==> src/rtl/rom_dl_pkg.sv <==
// Shared types and defaults for the ROM download controller.
package rom_dl_pkg;

  localparam logic [24:0] BG_BASE_DEF = 25'h000E000;
  localparam logic [24:0] BG_SIZE_DEF = 25'h0008000;

  typedef enum logic [1:0] {
    ST_IDLE     = 2'd0,
    ST_ISSUE    = 2'd1,
    ST_WAIT_ACK = 2'd2
  } dl_state_t;

  typedef struct packed {
    logic [24:0] addr;
    logic [7:0]  data;
  } dl_entry_t;

  // Byte-lane strobes for a 16-bit word: upper lane when sel is set.
  function automatic logic [1:0] byte_strobes(input logic sel);
    return {sel, ~sel};
  endfunction

endpackage

==> src/rtl/dl_fifo.sv <==
// Capture FIFO for download bytes; head entry is presented through a register.
module dl_fifo
  import rom_dl_pkg::*;
#(
  parameter int DEPTH = 4,
  localparam int AW = $clog2(DEPTH)
) (
  input  logic        clk_48M,
  input  logic        RESETn,
  input  logic        push,
  input  logic        pop,
  input  dl_entry_t   wr_data,
  output dl_entry_t   rd_data,
  output logic        full,
  output logic        empty,
  output logic [AW:0] count
);

  localparam logic [AW:0]   CNT_FULL = (AW+1)'(DEPTH);
  localparam logic [AW:0]   CNT_ONE  = (AW+1)'(1);
  localparam logic [AW-1:0] PTR_ONE  = AW'(1);

  dl_entry_t     mem_r [DEPTH];
  logic [AW-1:0] wr_ptr_r;
  logic [AW-1:0] rd_ptr_r;
  logic [AW:0]   count_r;
  logic          do_push_s;
  logic          do_pop_s;

  assign full      = (count_r == CNT_FULL);
  assign empty     = (count_r == {(AW+1){1'b0}});
  assign count     = count_r;
  assign do_push_s = push & ~full;
  assign do_pop_s  = pop & ~empty;

  // Storage array, written only into a free slot
  always_ff @(posedge clk_48M) begin
    if (do_push_s) begin
      mem_r[wr_ptr_r] <= wr_data;
    end
  end

  // Pointers, occupancy and the registered head entry
  always_ff @(posedge clk_48M or negedge RESETn) begin
    if (!RESETn) begin
      wr_ptr_r <= {AW{1'b0}};
      rd_ptr_r <= {AW{1'b0}};
      count_r  <= {(AW+1){1'b0}};
      rd_data  <= {$bits(dl_entry_t){1'b0}};
    end else begin
      if (do_push_s) begin
        wr_ptr_r <= wr_ptr_r + PTR_ONE;
      end
      if (do_pop_s) begin
        rd_ptr_r <= rd_ptr_r + PTR_ONE;
      end
      case ({do_push_s, do_pop_s})
        2'b10:   count_r <= count_r + CNT_ONE;
        2'b01:   count_r <= count_r - CNT_ONE;
        default: count_r <= count_r;
      endcase
      rd_data <= mem_r[rd_ptr_r];
    end
  end

endmodule

==> src/rtl/rom_dl_ctrl.sv <==
// Routes data_io download bytes to the CPU-ROM or background-ROM SDRAM port,
// one toggle-handshake write at a time.
module rom_dl_ctrl
  import rom_dl_pkg::*;
#(
  parameter int          FIFO_DEPTH = 4,
  parameter logic [24:0] BG_BASE    = BG_BASE_DEF,
  parameter logic [24:0] BG_SIZE    = BG_SIZE_DEF
) (
  input  logic        clk_48M,
  input  logic        RESETn,
  input  logic        ioctl_downl,
  input  logic        ioctl_wr,
  input  logic [24:0] ioctl_addr,
  input  logic [7:0]  ioctl_dout,
  output logic        port1_req,
  input  logic        port1_ack,
  output logic [22:0] port1_a,
  output logic [1:0]  port1_ds,
  output logic [15:0] port1_d,
  output logic        port2_req,
  input  logic        port2_ack,
  output logic [13:0] port2_a,
  output logic [1:0]  port2_ds,
  output logic [15:0] port2_d,
  output logic        port_we,
  output logic        rom_loaded,
  output logic        overflow
);

  localparam int CW = $clog2(FIFO_DEPTH);

  dl_state_t   state_r;
  logic        sel2_r;
  logic        wr_d_r;
  logic        downl_d_r;
  logic        fall_seen_r;
  logic        capture_s;
  logic        downl_rise_s;
  logic        downl_fall_s;
  logic        pop_s;
  logic        full_s;
  logic        empty_s;
  logic [CW:0] count_s;
  dl_entry_t   head_s;
  dl_entry_t   push_data_s;
  logic [24:0] off_s;
  logic        to_p1_s;
  logic        to_p2_s;

  assign capture_s    = ioctl_downl & ioctl_wr & ~wr_d_r;
  assign downl_rise_s = ioctl_downl & ~downl_d_r;
  assign downl_fall_s = ~ioctl_downl & downl_d_r;
  assign push_data_s  = {ioctl_addr, ioctl_dout};
  assign pop_s        = (state_r == ST_ISSUE);

  // Background offset also decides the region: below base wraps to a huge value
  assign off_s   = head_s.addr - BG_BASE;
  assign to_p1_s = (head_s.addr < BG_BASE);
  assign to_p2_s = ~to_p1_s & (off_s < BG_SIZE);

  dl_fifo #(
    .DEPTH (FIFO_DEPTH)
  ) u_fifo (
    .clk_48M (clk_48M),
    .RESETn  (RESETn),
    .push    (capture_s),
    .pop     (pop_s),
    .wr_data (push_data_s),
    .rd_data (head_s),
    .full    (full_s),
    .empty   (empty_s),
    .count   (count_s)
  );

  // Request engine: issue the head entry, then hold until the port acknowledges
  always_ff @(posedge clk_48M or negedge RESETn) begin
    if (!RESETn) begin
      state_r   <= ST_IDLE;
      sel2_r    <= 1'b0;
      port1_req <= 1'b0;
      port1_a   <= 23'd0;
      port1_ds  <= 2'b00;
      port1_d   <= 16'h0000;
      port2_req <= 1'b0;
      port2_a   <= 14'd0;
      port2_ds  <= 2'b00;
      port2_d   <= 16'h0000;
    end else begin
      case (state_r)
        ST_IDLE: begin
          if (!empty_s) begin
            state_r <= ST_ISSUE;
          end
        end
        ST_ISSUE: begin
          if (to_p1_s) begin
            port1_a   <= head_s.addr[23:1];
            port1_ds  <= byte_strobes(head_s.addr[0]);
            port1_d   <= {2{head_s.data}};
            port1_req <= ~port1_req;
            sel2_r    <= 1'b0;
            state_r   <= ST_WAIT_ACK;
          end else if (to_p2_s) begin
            port2_a   <= {off_s[12:0], off_s[14]};
            port2_ds  <= byte_strobes(off_s[13]);
            port2_d   <= {2{head_s.data}};
            port2_req <= ~port2_req;
            sel2_r    <= 1'b1;
            state_r   <= ST_WAIT_ACK;
          end else begin
            state_r <= ST_IDLE;
          end
        end
        ST_WAIT_ACK: begin
          if (sel2_r ? (port2_ack == port2_req) : (port1_ack == port1_req)) begin
            state_r <= ST_IDLE;
          end
        end
        default: state_r <= ST_IDLE;
      endcase
    end
  end

  // Edge detectors and sticky status flags; a new download clears the flags
  always_ff @(posedge clk_48M or negedge RESETn) begin
    if (!RESETn) begin
      wr_d_r      <= 1'b0;
      downl_d_r   <= 1'b0;
      port_we     <= 1'b0;
      fall_seen_r <= 1'b0;
      rom_loaded  <= 1'b0;
      overflow    <= 1'b0;
    end else begin
      wr_d_r    <= ioctl_wr;
      downl_d_r <= ioctl_downl;
      port_we   <= ioctl_downl;
      if (downl_rise_s) begin
        fall_seen_r <= 1'b0;
        rom_loaded  <= 1'b0;
        overflow    <= 1'b0;
      end else begin
        if (downl_fall_s) begin
          fall_seen_r <= 1'b1;
        end
        if (fall_seen_r && (count_s == {(CW+1){1'b0}}) && (state_r == ST_IDLE)) begin
          rom_loaded <= 1'b1;
        end
        if (capture_s && full_s) begin
          overflow <= 1'b1;
        end
      end
    end
  end

endmodule

==> config.mk <==
export PLATFORM = sky130hd
export DESIGN_NAME = rom_dl_ctrl
export DESIGN_NICKNAME = d
export VERILOG_FILES = /design/src/rtl/rom_dl_pkg.sv /design/src/rtl/dl_fifo.sv /design/src/rtl/rom_dl_ctrl.sv
export SDC_FILE = /design/constraint.sdc
export NUM_CORES = 1
export LEC_CHECK = 0
export CAP_MARGIN = 40
export CORE_MARGIN = 2
export CORE_UTILIZATION = 55
export DETAILED_ROUTE_END_ITERATION = 7
export GPL_ROUTABILITY_DRIVEN = 0
export HOLD_SLACK_MARGIN = 0.06
export PLACE_DENSITY = 0.8
export SLEW_MARGIN = 40
export SYNTH_ARGS = -nofsm -noshare
export SYNTH_HDL_FRONTEND = slang
export SYNTH_SLANG_ARGS = --single-unit
==> constraint.sdc <==
create_clock -name clk_48M -period 3.6 [get_ports clk_48M]
set_input_delay 0.54 -clock clk_48M [delete_from_list [all_inputs] [get_ports clk_48M]]
set_output_delay 0.54 -clock clk_48M [all_outputs]
set_load 0.02 [all_outputs]
==> metrics.md, run 1 <==
| Metric | Value |
|---|---|
| Layout cells sized above 1 | 0.2197 |
| Synth area leader | edfxtp_1 |
| MaxCap Viol Count | 0 |
| Final wirelength | 15.22 mm |
| I/O Pins | 117 |
| Final Hold Viols | 0 |
| Total power | around 7.6 mW |
| Global route total overflow | 0 |
| Area Overhead vs Synth | 24.11% |
| Post-Syn Area | around 0.0088 sq mm |
| Crit path DAT | 2.75 ns |
| GRT Util Overall | 0.1866 |
| CP endpoint kind | flop |
| Worst skew pair latency | approximately 0.50 ns |
| DRC Markers | 0 |
| Synthesized instance count | about 430 |
| EDFF count, synth | ~130 |
| Number of library cell types mapped by synthesis | 36 |
| Num Clock Sinks | 239 |
| ANT nets after route | 0 |
| Leading cell type in the layout, fill and taps excluded | edfxtp_1 |
| Flops & latches, synth | around 240 |
| Routed vias/inst | 5.315 |
| Commonest cells after routing, fill and taps aside | edfxtp_1 (132), clkdlybuf4s50_1 (115), dfrtp_1 (105) |
| DIE HEIGHT | 130.2 um |
| Largest net degree at the start of global routing | between 70 and 80 |
| Worst reg2reg path depth | 6 |
| Period utilization | 0.6602 |
| Sequential share of the synthesized area | 0.7583 |
| Total Nets Final | 600 |
| Global-route wire length before repair | 24.02 mm |
| Pwr/cell area | between 700 and 800 mW/mm^2 |
| Root Driver | clkbuf_16 |
| Total CTS buffers | 23 |
| Asr flop ratio synth | 0.4477 |
| Hold buffers post-CTS | 0 |
| Initial DRC count | about 160 |
| Die width | 130.2 um |
| Yosys Warn Count | 0 |
| Leak | 4.294 nW |
| DR vias | around 4200 |
| Placeable Area | 0.01571 sq mm |
| Setup crit start | u_fifo.rd_data[21] |
| Initial Util | 0.5574 |
| Postcts setup bufs | 0 |
| Hold WC Path Type | primary input to asynchronous set/reset pin |
| Crit path time final | 2.377 ns |
| Clock Pin Slew Worst Setup and Hold Paths | 0.06 ns |
| H-tree depth | 1 |
| Post-synthesis average cell area | 20.42 sq um |
| Post-detail-place hpwl | 9.991 mm |
| Worst Clk Skew | between 0.009 and 0.01 ns |
| Cts repair resizes | 0 |
| Worst r2r dst | port2_d[7] |
| Peak VDD IR | ~0.00041 V |
| R2R Setup Slk | 1.22 ns |
| CTS tree | built |
| Crit path to | port2_d[7] |
| Wire length per cell | 19.39 um |
| Diode count | 0 |
| CP required | 3.98 ns |
| DR pass1 iterations | 4 |
| Std cell rows | 46 |
| Area share of the largest cell type after synthesis | 0.4526 |
| Top FF cell, synth | edfxtp_1 |
| Relative slew slack | 0.5448 |
| Setup_tns | 0 ns |
| Fmax | 0.4207 GHz |
| PortBufs | 116 |
| Worst-margin pin slew | 0.6827 ns |
| RSZ-0062 raised after global routing | no |
| Initial antenna violation count | 0 |
| Clock Path Buffers | 3 |
| Final setup fails | 0 |
| Die area | 0.01695 sq mm |
| Status | completed |
| Syn_nets | around 480 |
| Critical path class | flop to flop |
| Startpoint types | flop |
| Reg-to-reg critical path startpoint | u_fifo.rd_data[21] |
| Pins over their slew limit | 0 |
| Largest cells by area after synthesis | edfxtp_1 (45%), dfrtp_1 (31%), mux4_2 (8.5%) |
| CP max FO | 22 |
| Vias in the first global route | 4491 |
power breakdown:
part / switching, mW / leakage [nW] / internal, mW
combinational: 0.603 / 1.33 / 0.829
sequential: 0.419 / 2.58 / 3.34
clock: 0.956 / 0.384 / 1.48
sequential cells by signal (all words and copies together) (netlist names), 2 cells and up:
name	count
port1_a	23
state_r	2
port2_d	8
u_fifo.rd_ptr_r	2
u_fifo.count	3
u_fifo.mem_r	132
u_fifo.wr_ptr_r	2
port1_d	8
port1_ds	2
port2_a	14
port2_ds	2
u_fifo.rd_data	33
through the flow:
step	setup slack (ns)	utilization	instances	area [sq um]	hold WS [ns]
2_1_floorplan	1.173	-	429	8758	0.2444
3_3_place_gp	1.034	0.6413	744	10080	0.4671
3_5_place_dp	0.9632	0.6419	744	10090	0.4706
4_1_cts	1.213	0.6917	785	10870	0.07216
5_1_grt	1.084	0.6918	785	10870	0.1080
6_report	1.223	0.6918	785	10870	0.04024
final cells by class:
type | count | area (sq um)
Clock buffer | 34 | 696.9
Clock inverter | 7 | 85.08
Fill cell | 952 | 4842
Inverter | 10 | 37.54
Multi-Input combinational cell | 150 | 1872
Sequential cell | 239 | 6649
Tap cell | 216 | 270.3
Timing Repair Buffer | 129 | 1260
cell families (layout without fill, tap and decap cells):
logic type      after synthesis  count (layout)  share of synthesized area
xor+xnor                     11              11                    0.01100
simple gates                 37              37                    0.02429
flops                       239             239                     0.7583
mux                          82              82                     0.1553
fa+ha+maj                     8               8                    0.01229
compound gates               12              12                    0.01000
buf+inv                      40             180                    0.02886
worst min path at each step:
stage	slack (ns)	startpoint	to	depth (start not counted)
3_5_place_dp	0.47	port1_a[18]	port1_a[18]	1
2_1_floorplan	0.24	RESETn	downl_d_r	0
3_3_place_gp	0.47	port1_ds[0]	port1_ds[0]	2
4_1_cts	0.07	RESETn	port1_a[10]	1
5_1_grt	0.11	RESETn	port1_a[10]	1
6_report	0.04	RESETn	port1_a[10]	1
routing by layer:
layer | up-vias | track usage | wire length (um)
li1 | 1845 | - | -
met1 | 2170 | 0.2474 | 6459
met2 | 130 | 0.3194 | 7684
met3 | 27 | 0.02993 | 763
met4 | 0 | 0.06452 | 312
met5 | - | 0 | 0
worst max-delay path, cell delays in order (launching register included):
cell	delay (ns)
dfrtp_1	0.44
ha_1	0.24
nand2_1	0.11
or3_1	0.42
a21oi_4	0.29
buf_4	0.37
mux2_2	0.38
synthesized netlist by cell type (2+ instances only):
| library cell | instances |
|---|---|
| nor4_2 | 2 |
| edfxtp_1 | 132 |
| xnor2_1 | 6 |
| mux2_2 | 12 |
| dfrtp_1 | 107 |
| inv_1 | 10 |
| ha_1 | 7 |
| mux2i_1 | 2 |
| clkbuf_1 | 4 |
| xor2_1 | 5 |
| o21ai_0 | 3 |
| nor3_1 | 3 |
| mux2_1 | 17 |
| mux4_2 | 33 |
| buf_6 | 5 |
| nand2_1 | 8 |
| a31oi_1 | 2 |
| buf_2 | 4 |
| buf_4 | 16 |
| mux2_4 | 18 |
| and2_1 | 12 |
| nor2_1 | 7 |
Note: power is estimated with default switching activity, not from simulation.
==> run 2, diff against run 1 <==
Settings changed: CORE_UTILIZATION 55 to 54, PLACE_DENSITY 0.8 to 0.79.
Clock period 3.6 ns to 2.4 ns, I/O delays scaled along.
==> metrics.md, run 2 (same netlist as run 1, synthesis figures left out) <==
| Metric | Value |
|---|---|
| GRT Util Overall | 0.1919 |
| Final Hold Viols | 0 |
| Sw frac | 0.2574 |
| Worst reg2reg path depth | 5 |
| Initial Util | 0.5514 |
| Worst-margin pin slew | 0.5481 ns |
| Total power | 11.79 mW |
| Die width | 131.4 um |
| Global route total overflow | 0 |
| Initial DRC count | 265 |
| Slowest CP cell | or2_2 |
| Root Driver | clkbuf_16 |
| DR vias | 4239 |
| Placeable Area | 0.01589 sq mm |
| Critical path class | flop to flop |
| CP endpoint kind | flop |
| Crit path DAT | approximately 2.6 ns |
| ANT nets after route | 0 |
| Die area | 0.01725 sq mm |
| Fmax | 0.4472 GHz |
| Postcts setup bufs | 0 |
| Layout cells sized above 1 | 0.2288 |
| Hold WC Path Type | primary input to asynchronous set/reset pin |
| Register area | 0.006644 sq mm |
| DR pass1 iterations | 5 |
| MaxCap Viol Count | 0 |
| CP required | 2.78 ns |
| CP max FO | 28 |
| Vias in the first global route | 4700 |
| Leading cell type in the layout, fill and taps excluded | edfxtp_1 |
| Clock Pin Slew Worst Setup and Hold Paths | 0.06 ns |
| Top flop regs | u_fifo.mem_r: 132 flops, u_fifo.rd_data: 33 flops, port1_a: 23 flops |
| Multi-input gate area | 0.001869 sq mm |
| Pre-CTS setup slack | 0.1245 ns |
| H-tree depth | 1 |
| DRC Markers | 0 |
| Largest net degree at the start of global routing | 51 |
| RSZ-0062 raised after global routing | no |
| Initial antenna violation count | 0 |
| Total CTS buffers | 24 |
| Setup_tns | 0 ns |
| Clock network power share | 0.333 |
| Std cell rows | 46 |
| Worst skew pair latency | 0.50 ns |
| Clock Path Buffers | 3 |
| Largest Register | u_fifo.mem_r |
| DIE HEIGHT | 131.4 um |
| Area Overhead vs Synth | 26.71% |
| Internal power | 8.757 mW |
| Post-detail-place hpwl | between 9 and 10 mm |
| Commonest cells after routing, fill and taps aside | edfxtp_1 (132), clkdlybuf4s50_1 (115), dfrtp_1 (105) |
| Max reg flops | 132 |
| Global-route wire length before repair | 25.89 mm |
| Pwr/cell area | roughly 1100 mW/mm^2 |
| Peak VDD IR | 0.0006119 V |
| PortBufs | 116 |
| Relative slew slack | 0.6318 |
| Diode count | 0 |
| Final WS setup | 0.1637 ns |
| Psw | 3.036 mW |
| Crit path time final | between 2 and 2.5 ns |
| Combinational Power Share | 0.200 |
| Final setup fails | 0 |
| Layout fillers | 1018 |
| I/O Pins | 117 |
| Fin Hold WS | 0.3221 ns |
| CTS tree | built |
| Routed vias/inst | 5.346 |
| Period utilization | 0.9318 |
| Max stage delay on crit path | approximately 0.52 ns |
| Worst Clk Skew | 0.007623 ns |
| Total Nets Final | 606 |
| Status | completed |
| Num Clock Sinks | 239 |
| Sequential fraction of design power | 0.467 |
| Leak | around 4.4 nW |
| Critical path cell sequence | nor4_2, nand4b_2, or2_2, buf_12, mux2_4 |
| Startpoint types | flop |
| Pins over their slew limit | 0 |
| Final wirelength | 15.84 mm |
| Wire length per cell | 19.97 um |
[run 2: changes by cell type in the layout (fill, tap and decap cells not counted), sizes merged]
cell,delta
bufinv,+2
dlygate4sd3,+1
inv,+1
buf,+4
clkinv,+3
clkbuf,-3
[run 2: per-layer routing]
layer / GRT usage / part of all wire / vias up
met2: 0.3368 / 0.53 / 136
met5: 0 / 0 / -
li1: - / - / 1864
met3: 0.03125 / 0.048 / 29
met1: 0.2494 / 0.40 / 2210
met4: 0.05797 / 0.021 / 0
[run 2: stage by stage]
step | std cells | util | instance area, sq um
6_report | 793 | 0.6986 | 11100
5_1_grt | 793 | 0.6986 | 11100
3_5_place_dp | 748 | 0.6441 | 10230
2_1_floorplan | 429 | - | 8758
3_3_place_gp | 748 | 0.6441 | 10230
4_1_cts | 793 | 0.6986 | 11100
[run 2: worst paths after layout]
check                      slack [ns]                  to                from
setup / recovery                 0.16          port1_a[1]  u_fifo.rd_data[25]
max in group asynchronous        1.31  u_fifo.rd_ptr_r[1]              RESETn
min in group clk_48M             0.33              wr_d_r            ioctl_wr
hold reg to reg                  0.48         port1_a[19]         port1_a[19]
setup reg to reg                 0.16          port1_a[1]  u_fifo.rd_data[25]
hold / removal                   0.32          port1_a[5]              RESETn
[run 2: area by class of cell]
| class | count | share of cell area |
|---|---|---|
| clock inverters | 13 | 0.01511 |
| flip-flops and latches | 239 | 0.5986 |
| clock buffers | 31 | 0.06201 |
| inverters | 10 | 0.003382 |
| multi-input cells | 150 | 0.1684 |
| well taps | 216 | 0.02435 |
| repair buffers | 134 | 0.1281 |
[run 2: worst max-delay path: cells and delay by family (launching register included)]
kind,cells,cell delay [ns]
mux,1,0.32
buf+inv,1,0.25
simple gates,3,1.16
flops,1,0.37
[run 2: timing repair]
| item | 4_1_cts | 5_1_grt |
|---|---|---|
| endpoints found under the hold margin | 25 | 0 |
| resized for setup | 0 | 0 |
| hold buffers | 1 | 0 |
[run 2: power by group through the flow]
stage / clock, mW / combinational, mW / sequential (mW)
floorplan: 0 / 1.47 / 5.53
global placement: 0 / 2.32 / 5.54
detailed placement: 0 / 2.38 / 5.58
CTS: 4.01 / 2.40 / 5.52
global route: 4.17 / 2.54 / 5.60
finish: 3.92 / 2.36 / 5.51
